`src/rtl/coef_loader_if.sv`:
```
// Host-side coefficient handshake: master drives data/valid, the loader (slave) returns ready.
interface coef_loader_if #(
  parameter int WIDTH = 8
) ();
  logic [WIDTH-1:0] coefIn;
  logic             coefValid;
  logic             coefReady;

  modport master (output coefIn, output coefValid, input coefReady);
  modport slave  (input coefIn, input coefValid, output coefReady);
endinterface

```
`src/rtl/coef_loader.sv`:
```
// Serialises NCOEF parallel coefficients, MSB first, onto the FIR coefficient shift chain
// using four-phase bit slots with non-overlapping shiftClk1/shiftClk2 strobes.
module coef_loader #(
  parameter int WIDTH = 8,
  parameter int NCOEF = 4
) (
  input  logic            ph1,
  input  logic            reset,
  input  logic            start,
  coef_loader_if.slave    host,
  output logic            shiftIn,
  output logic            shiftClk1,
  output logic            shiftClk2,
  output logic            loading,
  output logic            done
);
  localparam int BW = (WIDTH > 1) ? $clog2(WIDTH) : 1;
  localparam int CW = $clog2(NCOEF) + 1;
  localparam logic [BW-1:0] BIT_LAST = BW'(WIDTH - 1);
  localparam logic [CW-1:0] CNT_FULL = CW'(NCOEF);

  typedef enum logic [1:0] {S_IDLE, S_WAIT, S_SHIFT, S_DONE} state_e;

  state_e           state_q, state_d;
  logic [1:0]       phase_q, phase_d;
  logic [BW-1:0]    bit_q, bit_d;
  logic [CW-1:0]    cnt_q, cnt_d;
  logic [WIDTH-1:0] sreg_q, sreg_d;
  logic             coef_ready_q, coef_ready_d;
  logic             shift_in_q, shift_in_d;
  logic             clk1_q, clk1_d;
  logic             clk2_q, clk2_d;
  logic             loading_q, loading_d;
  logic             done_q, done_d;

  always_comb begin
    // NOTE: every _d gets a default first so no path leaves one unassigned and infers a latch.
    state_d = state_q;
    phase_d = phase_q;
    bit_d   = bit_q;
    cnt_d   = cnt_q;
    sreg_d  = sreg_q;

    case (state_q)
      S_IDLE: begin
        phase_d = '0;
        bit_d   = '0;
        cnt_d   = '0;
        if (start) state_d = S_WAIT;
      end
      S_WAIT: begin
        if (host.coefValid && coef_ready_q) begin
          sreg_d  = host.coefIn;
          cnt_d   = cnt_q + 1'b1;
          phase_d = '0;
          bit_d   = '0;
          state_d = S_SHIFT;
        end
      end
      S_SHIFT: begin
        phase_d = phase_q + 2'd1;
        if (phase_q == 2'd3) begin
          sreg_d = sreg_q << 1;
          if (bit_q == BIT_LAST) begin
            bit_d   = '0;
            state_d = (cnt_q < CNT_FULL) ? S_WAIT : S_DONE;
          end else begin
            bit_d = bit_q + 1'b1;
          end
        end
      end
      default: state_d = S_IDLE;
    endcase

    // Outputs are decoded from next state so they leave flops aligned with the state they describe.
    coef_ready_d = (state_d == S_WAIT);
    loading_d    = (state_d != S_IDLE);
    done_d       = (state_d == S_DONE);
    clk1_d       = (state_d == S_SHIFT) && (phase_d == 2'd1);
    clk2_d       = (state_d == S_SHIFT) && (phase_d == 2'd3);
    shift_in_d   = (state_d == S_SHIFT) ? sreg_d[WIDTH-1] : shift_in_q;
  end

  always_ff @(posedge ph1) begin
    // NOTE: non-blocking assignments so every flop samples the values from before this edge.
    if (reset) begin
      state_q      <= S_IDLE;
      phase_q      <= '0;
      bit_q        <= '0;
      cnt_q        <= '0;
      coef_ready_q <= 1'b0;
      shift_in_q   <= 1'b0;
      clk1_q       <= 1'b0;
      clk2_q       <= 1'b0;
      loading_q    <= 1'b0;
      done_q       <= 1'b0;
    end else begin
      state_q      <= state_d;
      phase_q      <= phase_d;
      bit_q        <= bit_d;
      cnt_q        <= cnt_d;
      coef_ready_q <= coef_ready_d;
      shift_in_q   <= shift_in_d;
      clk1_q       <= clk1_d;
      clk2_q       <= clk2_d;
      loading_q    <= loading_d;
      done_q       <= done_d;
    end
  end

  // NOTE: the data register has no reset; it is always loaded on accept before any bit leaves it.
  always_ff @(posedge ph1) begin
    sreg_q <= sreg_d;
  end

  assign host.coefReady = coef_ready_q;
  assign shiftIn        = shift_in_q;
  assign shiftClk1      = clk1_q;
  assign shiftClk2      = clk2_q;
  assign loading        = loading_q;
  assign done           = done_q;
endmodule
```
`src/flat_wrapper.sv`:
```
// flat-port wrapper written by rule: the top's interface ports become plain ports
module coef_loader_flat 
#(
  parameter int WIDTH = 8,
  parameter int NCOEF = 4
)
  (ph1, reset, start, shiftIn, shiftClk1, shiftClk2, loading, done, host_coefIn, host_coefValid, host_coefReady);
  coef_loader_if #(.WIDTH(WIDTH)) host_i ();
  input  logic ph1;
  input  logic reset;
  input  logic start;
  output logic shiftIn;
  output logic shiftClk1;
  output logic shiftClk2;
  output logic loading;
  output logic done;
  input wire logic [$bits(host_i.coefIn)-1:0] host_coefIn;
  input wire logic [$bits(host_i.coefValid)-1:0] host_coefValid;
  output wire logic [$bits(host_i.coefReady)-1:0] host_coefReady;
  assign host_i.coefIn = host_coefIn;
  assign host_i.coefValid = host_coefValid;
  assign host_coefReady = host_i.coefReady;
  coef_loader #(.WIDTH(WIDTH), .NCOEF(NCOEF)) u_core (.ph1(ph1), .reset(reset), .start(start), .host(host_i), .shiftIn(shiftIn), .shiftClk1(shiftClk1), .shiftClk2(shiftClk2), .loading(loading), .done(done));
endmodule
```
`config.mk`:
```
export PLATFORM = sky130hd
export DESIGN_NAME = coef_loader_flat
export DESIGN_NICKNAME = d
export VERILOG_FILES = /design/src/rtl/coef_loader_if.sv /design/src/rtl/coef_loader.sv /design/src/flat_wrapper.sv
export SDC_FILE = /design/constraint.sdc
export NUM_CORES = 1
export LEC_CHECK = 0
export ABC_AREA = 1
export ABC_CLOCK_PERIOD_IN_PS = 3650
export CAP_MARGIN = 20
export CORE_MARGIN = 3
export CORE_UTILIZATION = 43
export DETAILED_ROUTE_END_ITERATION = 10
export PLACE_DENSITY = 0.71
export SYNTH_ARGS = -nofsm -noshare
export SYNTH_HDL_FRONTEND = slang
export SYNTH_SLANG_ARGS = --single-unit
```
`constraint.sdc`:
```
create_clock -name ph1 -period 3.65 [get_ports ph1]
set_input_delay 1.095 -clock ph1 [delete_from_list [all_inputs] [get_ports ph1]]
set_output_delay 1.095 -clock ph1 [all_outputs]
set_load 0.02 [all_outputs]
```
* Word level (Yosys, flattened, before mapping)
Index checks and enable logic that the tools add are counted.
Widths: inputs -> output; s select.
** Word-level totals
- Memories :: 0
- Latch bits :: 0
- Logic and storage cells :: 55
- Flip-flop bits (word level) :: 24
- Input bits :: 12
- Output and inout port bits :: 6
- ROM bits :: 0
- Memory bits (writable) :: 0
** Operators by class
- Shift operators :: 0
- Bitwise gates (word level) :: 0
- Eq/ne operators :: 11
- Mux-type cells :: 17
- Divide/modulo/power cells :: 0
- $add $sub $neg :: 3
- Reduce and logical (&&, ||, !) cells :: 11
- $lt $le $gt $ge :: 1
- Multipliers :: 0
** Operator list (count)
- $mux 8 :: 2
- $pmux 8 s2 :: 1
- $mux 2 :: 6
- $mux 3 :: 4
- $pmux 2 s3 :: 2
- $eq 2x2->1 const B :: 5
- $pmux 3 s3 :: 1
- $add 3x1->3 const B :: 2
- $eq 2x1->1 const B :: 3
- $pmux 3 s2 :: 1
- $reduce_and 3->1 :: 2
- $reduce_bool 2->1 :: 3
- $ne 2x1->1 const B :: 2
- $eq 3x3->1 const B :: 1
- $logic_and 1x1->1 :: 3
- $lt 3x3->1 const B :: 1
- $reduce_bool 3->1 :: 1
- $add 2x1->2 const B :: 1
- $logic_not 2->1 :: 1
- $reduce_and 2->1 :: 1

* Depth between registers and ports, before layout
Gate-level depths: netlist (run 1).
- Word-level depth :: 7
- Gate-level depth with buffers :: 10
- Gate-level depth less buffers :: 10

* Worst setup path before layout (run 1)
OpenSTA, ideal clock, no wires.
- Path kind :: input to register
- Start point :: input host_coefValid
- End point :: register u_core.sreg_q[0] (enable)
- Data required time :: 3.290 ns
- Stages :: 4
- Data arrival time :: 1.642 ns
- Library setup time :: 0.360 ns
- Path buffers :: 0
- Path slack :: 1.648 ns
- Cell sequence :: nand2_1 -> nand2_1 -> nand2_2 -> nor2_1
** Between the ends
- Longest elaborated chain between the ends :: 3
** Ends and longest elaborated chain
- start: declaration :: line flat_wrapper.sv:18 : input wire logic [$bits(host_i.coefValid)-1:0] host_coefValid;
- $logic_and 1x1->1 :: line coef_loader.sv:52 : if (host.coefValid && coef_ready_q) begin
- $ne 2x1->1 (no source line)
- $reduce_and 3->1 (no source line)
- end signal: assignment :: line coef_loader.sv:113 : sreg_q <= sreg_d;
- end: declaration :: line coef_loader.sv:28 : logic [WIDTH-1:0] sreg_q, sreg_d;
Every way passes these cells.
A chain may end at the register's enable or synchronous reset.

* Worst setup path after layout (run 1)
- Start point :: register u_core.coef_ready_q (netlist: u_core.host.coefReady)
- End point :: output host_coefReady
** RTL lines
- start: declaration :: line coef_loader.sv:29 : logic coef_ready_q, coef_ready_d;
- start signal: assignment :: line coef_loader.sv:102 : coef_ready_q <= coef_ready_d;
- end: declaration :: line flat_wrapper.sv:19 : output wire logic [$bits(host_i.coefReady)-1:0] host_coefReady;
No word-level cell between the ends.

==> results of run 1 <==
==> power groups by stage <==
stage	logic [uW]	registers, uW	clock network [uW]
global route	104	302	156
CTS	92.4	299	147
global placement	89.7	305	0
finish	91.9	299	140
floorplan	54.9	309	0
detailed placement	91.4	306	0
==> worst register-to-register path: cells and delay by family (launching register included) <==
family                   cells  cell delay, ns
adder cells (fa/ha/maj)      1            0.41
buffers and inverters        2            0.27
flip-flops                   1            0.43
AND/OR/NAND/NOR              1            0.45
==> cell families (layout without fill, tap and decap cells) <==
logic type,after synthesis,count (layout),share of synthesized area
and+or+nand+nor,62,62,0.245
DFF,24,24,0.471
AOI/OAI and AO/OA,20,20,0.104
adders and majority gates,8,8,0.0857
buffers and inverters,22,40,0.0942
==> Yosys cell counts <==
| library cell | n |
|---|---|
| nand2_2 | 2 |
| nand3_1 | 12 |
| inv_1 | 16 |
| nand4_1 | 2 |
| buf_6 | 2 |
| nor3_1 | 3 |
| edfxtp_1 | 7 |
| nand3_2 | 3 |
| a22oi_1 | 1 |
| o21ai_0 | 6 |
| a21oi_2 | 1 |
| clkinv_2 | 2 |
| inv_2 | 1 |
| nor3b_1 | 1 |
| o21ai_1 | 1 |
| nand2_1 | 19 |
| a32oi_1 | 4 |
| clkbuf_8 | 1 |
| ha_1 | 8 |
| dfxtp_1 | 17 |
| a21oi_1 | 7 |
| nor2_2 | 1 |
| nor2_1 | 19 |
==> per-layer routing <==
layer,part of all wire,global-route usage
met1,0.47,0.208
met2,0.47,0.237
met3,0.033,0.0200
met4,0.022,0.0894
met5,0,0
==> sequential cells by signal (all words and copies together), names as in the netlist <==
signal	cells
u_core.cnt_q	3
u_core.state_q	2
u_core.sreg_q	8
u_core.shiftClk2	1
u_core.phase_q	2
u_core.done	1
u_core.shiftIn	1
u_core.loading	1
u_core.shiftClk1	1
u_core.host.coefReady	1
u_core.bit_q	3
==> worst max path at each step <==
stage / start / to / slack, ns / depth (start not counted)
5_1_grt: u_core.host.coefReady$_SDFF_PP0_ / host_coefReady / 1.17 / 1
3_3_place_gp: host_coefValid / u_core.sreg_q[0]$_DFFE_PP_ / 1.03 / 5
6_report: u_core.host.coefReady$_SDFF_PP0_ / host_coefReady / 1.23 / 1
3_5_place_dp: host_coefValid / u_core.sreg_q[0]$_DFFE_PP_ / 1.00 / 5
2_1_floorplan: host_coefValid / u_core.sreg_q[0]$_DFFE_PP_ / 1.65 / 4
4_1_cts: u_core.host.coefReady$_SDFF_PP0_ / host_coefReady / 1.22 / 1
==> metrics by stage <==
step / hold WS [ns] / total power, uW / std cells / setup slack (ns) / area [sq um]
detailed placement: 0.453 / 397 / 180 / 1.00 / 1340
finish: 0.477 / 531 / 184 / 1.23 / 1380
CTS: 0.483 / 539 / 184 / 1.22 / 1380
floorplan: 0.428 / 364 / 136 / 1.65 / 1170
global route: 0.508 / 562 / 184 / 1.17 / 1380
global placement: 0.450 / 394 / 180 / 1.03 / 1340
==> area by class of cell <==
cell class,instances,area (sq um),share of cell area
sequential,24,551,0.400
multi-input combinational,90,508,0.369
timing repair buffer,17,170,0.124
inverter,19,73.8,0.0536
tap,30,37.5,0.0273
clock buffer,4,36.3,0.0264
==> metrics.yaml, run 1 <==
timing:
  fin_skew_ns: 0.0117
  worst_pin_slew_ns: 0.512
  finalHoldViolations: 0
  fin_crit_sh: 0.662
  final-setup-viol-count: 0
  timing.fmax_ghz: 0.414
  fin_setup_tns_ns: 0
  rsz0062_at_grt: "false"
  slew_violations: 0
  finalCriticalPeriod_ns: 2.42
  relSlewSlack: 0.658
floorplan:
  die_x_um: 58.1
  rows: 18
  start_util: 0.463
  core-area_sq_um: 2520
  die-area_sq_um: 3380
  die_h_um: 58.1
  pin_count: 18
worst_setup_path:
  cp_num_buf_inv: 1
  r2r_slack_ns: 1.74
  reg2reg_from: "u_core.state_q[1]$_SDFF_PP0_"
  cp-start-kind: "register"
  ff2ff_path_depth: 4
  cp.required_ns: 2.55
  end_kind: "output pin"
  rr_endpoint: "u_core.sreg_q[0]$_DFFE_PP_"
  cp_slowest_cell: "clkdlybuf4s50_1"
  critPathTopFamily: "buffers and inverters"
  critPathMaxStageDelay_ns: 0.61
  critical_path_class: "register to output pin"
  worstPathCellList: "clkdlybuf4s50_1"
  crit_fanout: 3
  worstPathArrival_ns: 1.32
layout:
  post-route-util: 0.546
  antenna_cells: 0
  final_nets: 175
  mostFrequentLayoutCells: "nand2_1 (19), nor2_1 (19), clkdlybuf4s50_1 (17), dfxtp_1 (17), inv_1 (16)"
  syn_to_final_growth_pct: 17.8
  layout-drive-gt1-share: 0.0909
  fillers: 239
synthesis:
  yosysWarnings: 0
  syn_avg_cell_area_sq_um: 8.59
  synth.area.top_cells: "dfxtp_1 (29%), edfxtp_1 (18%), ha_1 (8.6%), nand2_1 (6.1%), nor2_1 (6.1%)"
  netlist_instances: 136
  synth_fp_nets: 156
  synth_cell_types: 23
  yosysTopAreaCell: "dfxtp_1"
  ys_ff_latch: 24
  yosysSeqAreaShare: 0.471
  synth.top_cell.area_share: 0.291
  syn_area_sq_um: 1170
power:
  intPower_uw: 388
  power_frac_clock: 0.263
  cellLeakagePower_uw: 0.000592
  peakVddDrop_uv: 243
  p_comb_frac: 0.173
  p_sw_frac: 0.270
  p_per_area_nw_per_um2: 386
  switchingPower_uw: 143
  pwr-share-seq: 0.564
global_routing:
  grt_overflow: 0
  grt_start_max_net_pins: 14
  grt_usage: 0.154
  antenna_found_initial: 0
  grt_first_pass_wirelength_um: 3940
  grt_pass1_vias: 880
clock_network:
  cts-root-buf: "clkbuf_4"
  clk-insertion-delay-late_ns: 0.32
  hold_buffers: 0
  cts_buffer_depth: 2
  tritoncts: "built"
  numCtsBuffers: 3
  post_cts_resized: 0
  post_cts_buffers: 0
  clock-sinks: 24
  cts.clk_slew.worst_paths_ns: 0.13
  htreeDepth: 1
routing:
  routed_wl_um: 2270
  drc: 0
  final_antenna_net_count: 0
  via_per_inst: 5.24
  dr.first_iter.drc_count: 35
  dr_total_vias: 964
  detailedRoute.firstPassIterationCount: 4
  wl_per_cell_um: 12.4
place:
  place_congestion: 0.776
  io_buffers: 17
  dp_hpwl_um: 1760
min_path:
  hp-class: "register to register"
  holdPathEnd: "u_core.cnt_q[1]$_SDFFE_PP0P_"
  worstHoldStart: "u_core.cnt_q[1]$_SDFFE_PP0P_"
  hold_depth: 2
run_status:
  status: "finished clean"
flow_run:
  maxCapViolations: 0
(Power assumes the default switching activity.)
==> inputs of run 2 (changes only) <==
- ABC_CLOCK_PERIOD_IN_PS: 3650 -> 2500
- clock period: 3.65 -> 2.5 ns (I/O delays scaled with it)
==> run 2 against run 1 <==
Effect of this change: utilization rose by 0.60 points; final area grew 1.1%; highest routed layer unchanged; cell count rose by 1.1%.
==> metrics.yaml, run 2 (synthesis results as in run 1) <==
floorplan:
  die-area_sq_um: 3380  # unchanged
  die_h_um: 58.1  # unchanged
  die_x_um: 58.1  # unchanged
  start_util: 0.463  # unchanged
  rows: 18  # unchanged
  pin_count: 18  # unchanged
  core-area_sq_um: 2520  # unchanged
clock_network:
  cts-root-buf: "clkbuf_4"
  clk-insertion-delay-late_ns: 0.31  # about the same
  post_cts_buffers: 0  # unchanged
  numCtsBuffers: 3  # unchanged
  cts_buffer_depth: 2  # unchanged
  htreeDepth: 1  # unchanged
  post_cts_resized: 0  # unchanged
  tritoncts: "built"
  clock-sinks: 24  # unchanged
  cts.clk_slew.worst_paths_ns: 0.13  # about the same
  hold_buffers: 0  # unchanged
place:
  placed_area_sq_um: 1360  # +1.1%
  io_buffers: 17  # unchanged
  place_inst: 182  # +1.1%
  dp_hpwl_um: 1810  # +2.8%
  place_congestion: 0.779  # +0.36%
layout:
  layout-drive-gt1-share: 0.103  # +0.0117
  multi_input_area_sq_um: 508  # unchanged
  regMostFlops: "u_core.sreg_q"
  mostFrequentLayoutCells: "nand2_1 (19), nor2_1 (19), clkdlybuf4s50_1 (17), dfxtp_1 (17), inv_1 (16)"
  seqCellArea_sq_um: 551  # unchanged
  antenna_cells: 0  # unchanged
  fin_area_sq_um: 1390  # +1.1%
  final_nets: 177  # +1.1%
  fillers: 248  # +3.8%
  final-instance-count-excl-fill: 186  # +1.1%
  largest_reg_flops: 8  # unchanged
  top_regs: "u_core.sreg_q x8, u_core.bit_q x3, u_core.cnt_q x3"
  syn_to_final_growth_pct: 19.1
timing:
  worst_pin_slew_ns: 0.460  # -0.0512 ns
  finalCriticalPeriod_ns: 2.07
  relSlewSlack: 0.693  # +0.0354
  timing.fmax_ghz: 0.482
  fin_skew_ns: 0.00381  # -0.00793 ns
  slew_violations: 0  # unchanged
  rsz0062_at_grt: "false"
  hold_slack_ns: 0.470  # -0.00694 ns
  fin_crit_sh: 0.829
  finalHoldViolations: 0  # unchanged
  fin_setup_tns_ns: 0  # unchanged
  final-setup-viol-count: 0  # unchanged
power:
  cellLeakagePower_uw: 0.000602  # +1.7%
  peakVddDrop_uv: 361  # +49%
  p_per_area_nw_per_um2: 561  # +45%
  power_uw: 780  # +47%
worst_setup_path:
  cp_num_buf_inv: 1  # unchanged
  worstPathArrival_ns: 1.32  # about the same
  r2r_slack_ns: 0.83  # -0.91 ns
  cp-start-kind: "register"
  crit_fanout: 3  # unchanged
  critPathTopFamily: "buffers and inverters"
  cp_slowest_cell: "clkdlybuf4s50_1"
  cp.required_ns: 1.75  # -0.80 ns
  rr_endpoint: "u_core.shiftClk1$_SDFF_PP0_"
  end_kind: "output pin"
  critPathMaxStageDelay_ns: 0.62  # about the same
  reg2reg_from: "u_core.state_q[0]$_SDFF_PP0_"
  ff2ff_path_depth: 8  # +4
  critical_path_class: "register to output pin"
  worstPathCellList: "clkdlybuf4s50_1"
global_routing:
  grt_usage: 0.152  # -0.00264
  grt_start_max_net_pins: 14  # unchanged
  antenna_found_initial: 0  # unchanged
  grt_first_pass_wirelength_um: 3970  # +0.89%
  grt_overflow: 0  # unchanged
  grt_pass1_vias: 928  # +5.5%
run_status:
  status: "finished clean"
routing:
  dr_total_vias: 970  # +0.62%
  detailedRoute.firstPassIterationCount: 4  # unchanged
  via_per_inst: 5.22  # -0.46%
  routed_wl_um: 2330  # +2.5%
  final_antenna_net_count: 0  # unchanged
  wl_per_cell_um: 12.5  # +1.4%
  drc: 0  # unchanged
  dr.first_iter.drc_count: 67  # +91%
min_path:
  holdPathEnd: "u_core.cnt_q[0]$_SDFFE_PP0P_"
  hold_depth: 1  # -1
  worstHoldStart: "u_core.cnt_q[0]$_SDFFE_PP0P_"
  hp-class: "register to register"
flow_run:
  maxCapViolations: 0  # unchanged
==> run 2: cell types whose count changed in the layout (fill, tap and decap cells not counted) <==
cell | previous run | this run
buf_4 | 0 | 2
==> run 2: area by class of cell <==
| cell class | count | area share |
|---|---|---|
| Tap cell | 30 | 0.0270 |
| Sequential cell | 24 | 0.396 |
| Clock buffer | 4 | 0.0261 |
| Timing Repair Buffer | 19 | 0.133 |
| Multi-Input combinational cell | 90 | 0.365 |
| Inverter | 19 | 0.0531 |
==> run 2: how the worst max path moves through the flow <==
stage	startpoint	endpoint	slack (ns)	cells after the start
finish	u_core.host.coefReady$_SDFF_PP0_	host_coefReady	0.43	1
global route	u_core.host.coefReady$_SDFF_PP0_	host_coefReady	0.38	1
CTS	u_core.host.coefReady$_SDFF_PP0_	host_coefReady	0.42	1
detailed placement	host_coefValid	u_core.sreg_q[3]$_DFFE_PP_	0.44	6
global placement	host_coefValid	u_core.sreg_q[3]$_DFFE_PP_	0.47	6
floorplan	host_coefValid	u_core.sreg_q[0]$_DFFE_PP_	0.84	4
==> run 2: worst register-to-register path: cells and delay by family (launching register included) <==
kind | cells | cell delay (ns)
adders and majority gates | 1 | 0.45
and+or+nand+nor | 3 | 0.36
DFF | 1 | 0.35
AOI/OAI and AO/OA | 2 | 0.24
buffers and inverters | 2 | 0.22
==> run 2: stage by stage <==
stage / setup slack, ns / util
6_report: 0.427 / 0.552
5_1_grt: 0.376 / 0.552
4_1_cts: 0.418 / 0.552
3_5_place_dp: 0.443 / 0.537
3_3_place_gp: 0.473 / 0.537
2_1_floorplan: 0.843 / -
==> run 2: power breakdown <==
part	leakage [uW]	internal, uW	switching (uW)
combinational	0.000378	55.5	85.4
clock	0.0000210	88.9	114
sequential	0.000203	426	10.6
==> run 2: routing by layer <==
metal  vias up  GRT usage  wire (um)  share of wire
met4         0     0.0497         30          0.013
met3         4     0.0200        118          0.051
met2        24      0.256       1110           0.48
met1       444      0.200       1070           0.46
li1        498          -          -              -
met5         -          0          0              0
